**src/rtl/prml_encoder_pkg.sv**
```systemverilog
// Shared PRML trellis definitions: encoder FSM states and the rate-1/2 code function,
// also used by the decoder's trellis tables.
package prml_encoder_pkg;

  typedef enum logic [1:0] {
    StPreamble,
    StRun,
    StTail
  } enc_state_t;

  // Trellis state {d[n-1], d[n-2]}
  typedef logic [1:0] trellis_t;

  localparam logic [7:0] TailLen = 8'd2;

  // Returns {c1, c0} for data bit d leaving state s
  function automatic logic [1:0] prml_encode(input logic d, input trellis_t s);
    logic c1;
    c1 = d ^ s[1];
    return {c1, c1 ^ s[0]};
  endfunction

endpackage

```
**src/rtl/prml_encoder_if.sv**
```systemverilog
// Data-side handshake and serial line of the PRML encoder.
interface prml_encoder_if;
  logic data_in;
  logic data_valid;
  logic data_ready;
  logic flush;
  logic out;
  logic phase;
  logic busy;

  modport master (
    output data_in, data_valid, flush,
    input  data_ready, out, phase, busy
  );

  modport slave (
    input  data_in, data_valid, flush,
    output data_ready, out, phase, busy
  );
endinterface

```
**src/rtl/prml_encoder.sv**
```systemverilog
// PRML transmit side: rate-1/2 trellis encoder with 2:1 serializer. One data bit per
// two-clock symbol period; c1 then c0 leave on the serial line.
module prml_encoder
  import prml_encoder_pkg::*;
#(
  parameter int unsigned PREAMBLE_LEN = 4
) (
  input  logic           i_clock,
  input  logic           i_reset,
  prml_encoder_if.slave  bus
);

  localparam logic [7:0] PreambleInit = 8'(PREAMBLE_LEN);

  enc_state_t r_state;
  logic       r_phase;
  logic [7:0] r_cnt;
  trellis_t   r_s;
  logic       r_c0;
  logic       r_out;
  logic       r_flush_pend;

  logic       w_ready;
  logic       w_d;
  logic [1:0] w_code;

  assign w_ready = (r_state == StRun) && r_phase && !r_flush_pend;
  // Without a handshake the symbol is zero-stuffed so the decoder's trellis stays in step
  assign w_d     = w_ready && bus.data_valid && bus.data_in;
  assign w_code  = prml_encode(w_d, r_s);

  assign bus.data_ready = w_ready;
  assign bus.busy       = (r_state != StRun);
  assign bus.out        = r_out;
  assign bus.phase      = r_phase;

  always_ff @(posedge i_clock or posedge i_reset) begin
    if (i_reset) begin
      r_state      <= StPreamble;
      r_phase      <= 1'b0;
      r_cnt        <= PreambleInit;
      r_s          <= 2'b00;
      r_c0         <= 1'b0;
      r_out        <= 1'b0;
      r_flush_pend <= 1'b0;
    end else begin
      r_phase <= ~r_phase;

      if (!r_phase) begin
        r_out <= r_c0;
      end else begin
        r_out <= w_code[1];
        r_c0  <= w_code[0];
        r_s   <= {w_d, r_s[1]};
      end

      unique case (r_state)
        StPreamble: begin
          if (r_phase) begin
            if (r_cnt != 8'd0) r_cnt <= r_cnt - 8'd1;
            if (r_cnt <= 8'd1) r_state <= StRun;
          end
        end
        StRun: begin
          if (bus.flush) r_flush_pend <= 1'b1;
          if (r_phase && r_flush_pend) begin
            r_state      <= StTail;
            r_cnt        <= TailLen;
            r_flush_pend <= 1'b0;
          end
        end
        StTail: begin
          if (r_phase) begin
            if (r_cnt != 8'd0) r_cnt <= r_cnt - 8'd1;
            if (r_cnt <= 8'd1) r_state <= StRun;
          end
        end
        default: r_state <= StPreamble;
      endcase
    end
  end

endmodule

```
**src/flat_wrapper.sv**
```systemverilog
// flat-port wrapper written by rule: the top's interface ports become plain ports
module prml_encoder_flat import prml_encoder_pkg::*;
#(
  parameter int unsigned PREAMBLE_LEN = 4
)
  (i_clock, i_reset, bus_data_in, bus_data_valid, bus_flush, bus_data_ready, bus_out, bus_phase, bus_busy);
  prml_encoder_if bus_i ();
  input  logic i_clock;
  input  logic i_reset;
  input wire logic [$bits(bus_i.data_in)-1:0] bus_data_in;
  input wire logic [$bits(bus_i.data_valid)-1:0] bus_data_valid;
  input wire logic [$bits(bus_i.flush)-1:0] bus_flush;
  output wire logic [$bits(bus_i.data_ready)-1:0] bus_data_ready;
  output wire logic [$bits(bus_i.out)-1:0] bus_out;
  output wire logic [$bits(bus_i.phase)-1:0] bus_phase;
  output wire logic [$bits(bus_i.busy)-1:0] bus_busy;
  assign bus_i.data_in = bus_data_in;
  assign bus_i.data_valid = bus_data_valid;
  assign bus_i.flush = bus_flush;
  assign bus_data_ready = bus_i.data_ready;
  assign bus_out = bus_i.out;
  assign bus_phase = bus_i.phase;
  assign bus_busy = bus_i.busy;
  prml_encoder #(.PREAMBLE_LEN(PREAMBLE_LEN)) u_core (.i_clock(i_clock), .i_reset(i_reset), .bus(bus_i));
endmodule
```
**config.mk**
```make
export PLATFORM = sky130hd
export DESIGN_NAME = prml_encoder_flat
export DESIGN_NICKNAME = d
export VERILOG_FILES = /design/src/rtl/prml_encoder_pkg.sv /design/src/rtl/prml_encoder_if.sv /design/src/rtl/prml_encoder.sv /design/src/flat_wrapper.sv
export SDC_FILE = /design/constraint.sdc
export NUM_CORES = 1
export LEC_CHECK = 0
export CAP_MARGIN = 20
export CORE_MARGIN = 2
export CORE_UTILIZATION = 38
export DETAILED_ROUTE_END_ITERATION = 12
export PLACE_DENSITY = 0.58
export SLEW_MARGIN = 5
export SYNTH_ARGS = -nofsm -noshare
export SYNTH_HDL_FRONTEND = slang
export SYNTH_SLANG_ARGS = --single-unit
export TNS_END_PERCENT = 20
```
**constraint.sdc**
```tcl
create_clock -name i_clock -period 4.8 [get_ports i_clock]
set_input_delay 0.96 -clock i_clock [delete_from_list [all_inputs] [get_ports i_clock]]
set_output_delay 0.96 -clock i_clock [all_outputs]
set_load 0.02 [all_outputs]
```
==> results of run 1 <==
power groups by stage:
stage	sequential (mW)	combinational, mW	clock [mW]
CTS	0.231	0.196	0.0936
detailed placement	0.234	0.194	0
global placement	0.233	0.194	0
finish	0.232	0.193	0.0895
global route	0.239	0.222	0.0987
floorplan	0.219	0.162	0
metal layers:
layer	part of all wire	GRT usage	up-vias
li1	-	-	329
met1	0.50	0.178	305
met2	0.44	0.222	8
met5	0	0	-
met4	0.029	0.0921	0
met3	0.029	0.0517	4
critical path: stages, from the launching register on:
cell             delay (ns)
dfrtp_1                0.56
and4bb_2               0.30
clkdlybuf4s50_1        0.61
cells by family after synthesis:
logic type,count (synthesis),share of synthesized area
multiplexers,5,0.0602
flip-flops,16,0.460
adder cells (fa/ha/maj),3,0.0430
AO/OA/AOI/OAI,17,0.133
XOR/XNOR,3,0.0301
buffers and inverters,9,0.0430
AND/OR/NAND/NOR,33,0.231
layout make-up:
class,instances,area (um2),share of cell area
Tap cell,28,35.0,0.0347
Inverter,6,22.5,0.0223
Timing Repair Buffer,8,80.1,0.0793
Sequential cell,16,402,0.398
Clock buffer,4,36.3,0.0359
Multi-Input combinational cell,61,434,0.430
per-stage QoR:
step | power (mW) | utilization | setup slack (ns)
2_1_floorplan | 0.381 | - | 2.86
3_3_place_gp | 0.427 | 0.444 | 2.44
3_5_place_dp | 0.428 | 0.444 | 2.41
4_1_cts | 0.521 | 0.461 | 2.06
5_1_grt | 0.560 | 0.461 | 1.97
6_report | 0.515 | 0.461 | 2.08
worst max-delay path by stage:
stage | end
global placement | bus_data_ready
finish | bus_data_ready
floorplan | bus_data_ready
CTS | bus_data_ready
detailed placement | bus_data_ready
global route | bus_data_ready
placed cells by master (no fill, tap or decap), types with 2 or more instances in the layout:
cell type,count
or3_1,2
and4b_1,2
nor4_1,3
mux2i_1,3
nor2_1,6
mux2_2,2
a21oi_1,5
ha_1,3
nor3_1,2
nand2_1,5
clkbuf_4,3
inv_1,6
a21o_1,2
nand3_1,2
xnor2_1,3
clkdlybuf4s50_1,8
dfrtp_1,15
o21ai_0,2
nand2b_1,3
registers in the layout, indices dropped and copies added, names as in the netlist:
| signal | cells |
|---|---|
| u_core.bus.phase | 1 |
| u_core.r_flush_pend | 1 |
| u_core.r_s | 2 |
| u_core.bus.out | 1 |
| u_core.r_state | 2 |
| u_core.r_c0 | 1 |
| u_core.r_cnt | 8 |
==> results.md, run 1 <==
- The proportion of power drawn by the clock network is 0.174.
- After global routing the overflow that remains totals 0.
- For the worst-skew pair, the clock arrives at the later sink with an insertion delay of approximately 0.29 ns.
- The depth of the worst hold-timing path is 1.
- The wire length of the first global-routing pass is 2800 um.
- Once detail routing completed, the nets flagged for antenna violations numbered 0.
- The tool flagged a number of max-cap violations equal to 0.
- Entering global routing, the biggest net connects 17 pins.
- The post-layout net count is 104.
- The maximum ir drop on the vdd rail is 255 uV.
- The via count of the first global-routing pass is 634.
- The clock edge transition at the registers on the reported setup and hold paths is 0.09 ns.
- The total of hold buffers inserted after clock tree synthesis is 0.
- The accumulated negative setup slack is 0 ns.
- The startpoint identified for the worst hold timing path is u_core.r_c0.
- For the pin with the worst max-slew slack, the measured transition is between 0.6 and 0.7 ns.
- The path type of the worst setup path is flop to output port.
- The clock net in this run drives a total of 16 sinks.
- STA classifies the critical path startpoint as a flop.
- The I/O pin count is 9.
- The tightest min-delay check is of the flop to flop type.
- TritonCTS built the clock tree.
- The detailed-route vias per instance is 5.25.
- The period utilization is 0.566.
- The flow ran to the end, and the final reports show no timing, DRC or antenna violations.
- Routability-driven placement finished with a final weighted congestion of 0.742.
- Data arrives at the worst endpoint at 1.76 ns.
- Setup repair after global routing left no endpoint under its margin.
- For this run, asynchronously set or reset flops after synthesis account for 1.00.
- Among all flip-flop cells after synthesis, the most frequent one is dfrtp_1.
- Summed over all cells, the static leakage comes to 0.471 nW.
- On the final layout, the worst hold slack is 0.524 ns.
- The post-synthesis instance total is 86.
- During synthesis, Yosys emitted a total of 0 warnings.
- The combined global-route utilization of all metal layers is 0.147.
- The horizontal die dimension is around 52 um.
- After detailed routing, the average wire length per cell comes to 12.7 um.
- The number of synthesized register bits is 16.
- The sequential share of power is 0.451.
- The synthesis-to-layout area growth is 15.6%.
- The number of buffers created by CTS is 3.
- Wires add up to between 1500 and 2000 um.
- Setup violations remaining at the end of the flow were counted as 0.
- The ratio of cells with drive above 1 in the final layout is 0.116.
- The core footprint is 0.00219 mm2.
- From bottom edge to top edge, the die measures between 50 and 60 um.
- The number of distinct library cells after synthesis is 35.
- The number of antenna cells inserted is 0.
- Once layout is done, the placed cells without fillers occupy about 0.001 mm2.
- The number of enable flip-flop cells after synthesis is 0.
- The count of buffers from port buffering is 8.
- Measured against its own limit, the worst slew margin works out to 0.579.
- The buffer levels on the longest clock path is 2.
- The path with the worst hold slack has its endpoint at u_core.r_c0.
- The worst setup path startpoint is u_core.bus.phase.
- After detailed routing, the number of remaining DRC violations is 0.
- The via total after detailed routing is around 650.
- The finished layout holds 123 standard cells, fillers aside.
- The post-placement cell count is about 120.
- The net switching power is 190 uW.
- By count the netlist is led by dfrtp_1, inv_1, nor2_1.
- dfrtp_1 is the most common cell in the netlist.
- The net count after synthesis is 94.
- The combinational group share of total power is 0.375.
- Derived from the worst setup path, the maximum achievable clock frequency is 368 MHz.
- The number of antenna violations at the first check in global routing was 0.
- Detailed placement finished with a half-perimeter wire length of 1150 um.
- The share of the Yosys chip area taken by registers is 0.460.
- Of the post-synthesis cell area, the dominant cell type holds 0.430.
- In this run the cell area of the synthesized design comes to 873 um2.
- The internal power of the cells totals 325 uW.
- Buffers added to address setup during post-CTS repair amount to 0.
- The register-to-register path setup slack is 2.99 ns.
- The average cell area after synthesis is 10.2 um2.
- In this run the number of H-tree levels came out at 1.
- The smallest clock period supported by the final layout is computed as 2.72 ns.
- Yosys attributes the largest share of cell area to dfrtp_1, ha_1, mux2i_1.
- The number of hold-slack violations in the final timing report was 0.
- The initial standard-cell utilization of the core is 0.399.
- The startpoint identified for the worst register-to-register timing path is u_core.bus.phase.
- The total of cells resized after clock tree synthesis is 0.
- For this run, the detailed router's first-pass iteration total came to 4.
- The die area is between 0.002 and 0.003 mm2.
- The fraction of power spent switching nets is 0.369.
- The root cell of the clock tree is clkbuf_4.
- In this run the critical register-to-register path is captured at u_core.r_cnt[4].
- The number of cells on the worst reg-to-reg path is 4.
- The power density normalized to cell area is about 500 mW/mm2.
- Clock skew on the completed layout was measured at roughly 0.003 ns.
- Data on the critical path is required at its endpoint by 3.84 ns.
- The largest fanout on the critical path is 13.
- The synthesized design spends more area on one cell type than any other, namely dfrtp_1.
- The worst setup path is captured at an output port.
- Once placement finished, the instance area stood at 973 um2.
- In this run, the number of DRC markers left after iteration 0 of detailed routing was 10.
- After floorplanning, the core was divided into 17 placement rows.
- The number of fill cells in the layout is 217.
- The final max-slew violation count was 0.
Note: power is estimated with default switching activity, not from simulation.
==> inputs of run 2 (changes only) <==
Settings changed: PLACE_DENSITY 0.58 to 0.6.
Clock period 4.8 ns to 2.3 ns, I/O delays scaled along.
==> results.md, run 2 (same netlist as run 1, synthesis figures left out) <==
- Walking the worst path, the cells encountered are and4bb_2 > clkdlybuf4s50_1.
- The total power after layout is 1.08 mW (+110%).
- The estimated wirelength of the detail-placed design is 1200 um (+4.1%).
- The number of fill cells in the layout came to 209 (-3.7%).
- The register-to-register path setup slack is 0.49 ns (-2.50 ns).
- The normalized max-slew margin came to 0.597 (+0.0173).
- The number of cells on the worst reg-to-reg path is 6 (+2).
- The type of the most critical hold path is flop to flop.
- The startpoint of the worst register-to-register path is u_core.r_cnt[0].
- The critical path launch point type is a flop.
- The leakage power is 0.476 nW (+1.1%).
- TritonCTS built the clock tree.
- The largest registers in the layout are u_core.r_cnt x8, u_core.r_s x2, u_core.r_state x2.
- The total iterations of the first detailed-routing run is 4 (unchanged).
- The combined global-route utilization of all metal layers came to 0.145 (-0.00269).
- The synthesis-to-layout area growth is 16.6%.
- The via count of the first global-routing pass is 669 (+5.5%).
- The number of antenna violations at the first check in global routing is 0 (unchanged).
- The total buffers and inverters traversed by the critical path was 1 (unchanged).
- The top cell types in the final layout, fill and taps aside, are dfrtp_1, clkdlybuf4s50_1, nor2_1, inv_1.
- The flow ran to the end, and the final reports show no timing, DRC or antenna violations.
- The horizontal die dimension is 51.9 um (unchanged).
- The buffer levels on the longest clock path is 2 (unchanged).
- The final max-slew violation count is 0 (unchanged).
- Leaving out fill and tap cells, the most frequent cell in the layout is dfrtp_1.
- The number of standard cells in the final layout excluding fillers is 124 (+0.81%).
- The worst setup slack after layout came to 0.183 ns (-1.90 ns).
- The final setup skew was 0.00542 ns (+0.00241 ns).
- The data required time at the worst endpoint is 1.84 ns (-2.00 ns).
- The initial standard-cell utilization of the core is 0.399 (unchanged).
- The root cell of the clock tree is clkbuf_4.
- The worst path arrival time was 1.66 ns (-0.10 ns).
- The register ranked first by flip-flop count is u_core.r_cnt.
- The depth of the critical timing path with buffers and inverters included is 2 (unchanged).
- The number of antenna cells inserted is 0 (unchanged).
- The number of levels the H-tree was split into is 1 (unchanged).
- The clock insertion delay at the later pin of the skew report is 0.29 ns (about the same).
- The total congestion overflow after global routing is 0 (unchanged).
- The delay contributed by the slowest stage of the critical path is 0.60 ns (about the same).
- The initial DRC count is 10 (unchanged).
- The post-placement cell count came to 120 (+0.84%).
- The wire length of the first global-routing pass is 2860 um (+2.0%).
- The terminus of the critical flop-to-flop path is u_core.r_cnt[4].
- The y dimension of the die is 51.9 um (unchanged).
- The via total after detailed routing is 669 (+3.6%).
- Setup repair after global routing left no endpoint under its margin.
- The number of setup violations in the final report is 0 (unchanged).
- The detailed-route wire length is 1590 um (+1.4%).
- The number of violations of the max-capacitance limit was 0 (unchanged).
- The maximum ir drop on the vdd rail came to 676 uV (+160%).
- Timing would allow up to 472 MHz.
- The I/O pin count is 9 (unchanged).
- The number of hold-slack violations in the final timing report is 0 (unchanged).
- The worst slack at placement was 0.414 ns (-1.99 ns).
- The maximum number of pins on one net before global-route repair is 17 (unchanged).
- The count of buffers from port buffering is 8 (unchanged).
- Of the available clock period, the critical path in the final layout requires 0.920.
- The total number of placement rows came to 17 (unchanged).
- The total placed instance area is 981 um2 (+0.77%).
- The flip-flop count of the largest register, all copies and words added was 8 (unchanged).
- The accumulated negative setup slack came to 0 ns (unchanged).
- The number of buffers created by CTS was 3 (unchanged).
- The slowest stage of the critical path belongs to the cell clkdlybuf4s50_1.
- The ratio of cells with drive above 1 in the final layout is 0.135 (+0.0196).
- The total of hold buffers inserted after clock tree synthesis came to 0 (unchanged).
- The clock period could shrink to 2.12 ns.
- The detailed-route vias per instance is 5.40 (+2.7%).
- The final standard cell area without fillers came to 0.00102 mm2 (+0.87%).
- The detail-routed net length per standard cell is 12.8 um (+0.59%).
- The transition time of the tightest slew-check pin is 0.604 ns (-0.0259 ns).
- The clock edge transition at the registers on the reported setup and hold paths is 0.10 ns (about the same).
- The cell family contributing the most delay on the critical path is buffers and inverters.
- The largest fanout on the critical path is 6 (-7).
- The post-layout net count is 105 (+0.96%).
- The TritonCTS sink count came to 16 (unchanged).
- The residual DRC count came to 0 (unchanged).
- In this run the worst setup path begins at u_core.r_flush_pend.
- In this run the worst setup path terminates at bus_data_ready.
- The final antenna-violating net count came to 0 (unchanged).
- The core footprint is 0.00219 mm2 (unchanged).
- The power density normalized to cell area is 1060 mW/mm2 (+110%).
- The worst setup path is captured at an output port.
- The die area is 0.00270 mm2 (unchanged).
- The path type of the worst setup path is flop to output port.
- The routability congestion estimate was 0.724 (-2.4%).
## run 2: power breakdown
part           internal [mW]  total (mW)  leakage, nW  switching [mW]
combinational          0.206       0.424        0.257           0.219
clock                 0.0963       0.185       0.0210          0.0890
sequential             0.382       0.475        0.199          0.0926
total                  0.684        1.08        0.476           0.400
## run 2: how the worst min path moves through the flow
stage	startpoint	to	depth (start not counted)
after detailed placement	u_core.r_c0	u_core.r_c0	1
final	u_core.r_c0	u_core.r_c0	1
after global routing	u_core.r_c0	u_core.r_c0	1
after global placement	u_core.r_c0	u_core.r_c0	1
after floorplan	i_reset	u_core.bus.out	1
after CTS	u_core.r_c0	u_core.r_c0	1
## run 2: cell type report
type / count / area [um2] / share of cell area
clock buffer: 4 / 36.3 / 0.0356
inverter: 6 / 22.5 / 0.0221
multi-input combinational: 61 / 434 / 0.426
sequential: 16 / 403 / 0.396
tap: 28 / 35.0 / 0.0344
timing repair buffer: 9 / 87.6 / 0.0860
## run 2: per-stage QoR
step | util | hold slack [ns]
after floorplan | - | 0.373
after global placement | 0.448 | 0.494
after detailed placement | 0.448 | 0.498
after CTS | 0.464 | 0.521
after global routing | 0.465 | 0.552
final | 0.465 | 0.521
## run 2: repair_timing
| item | in CTS | in global routing |
|---|---|---|
| endpoints found under the setup margin | 0 | 1 |
| gates resized for setup | 0 | 1 |
| buffers inserted | 0 | 0 |
## run 2: layer usage
metal / wire length [um] / part of all wire / GRT usage
met5: 0 / 0 / 0
met4: 31 / 0.020 / 0.0789
met3: 47 / 0.030 / 0.0172
met2: 764 / 0.48 / 0.245
met1: 740 / 0.47 / 0.177
## run 2: worst register-to-register path, stage by stage, from the launching register on
cell and delay [ns]:
dfrtp_1 0.43, inv_1 0.12, ha_1 0.20, inv_1 0.05, a2111o_1 0.35, or4_1 0.42, a21oi_1 0.16
==> inputs of run 3 (changes only) <==
Settings changed: SLEW_MARGIN 5 to not set.
==> results of run 3 <==
The final DEF is identical to that of run 2; final timing and power are the same.
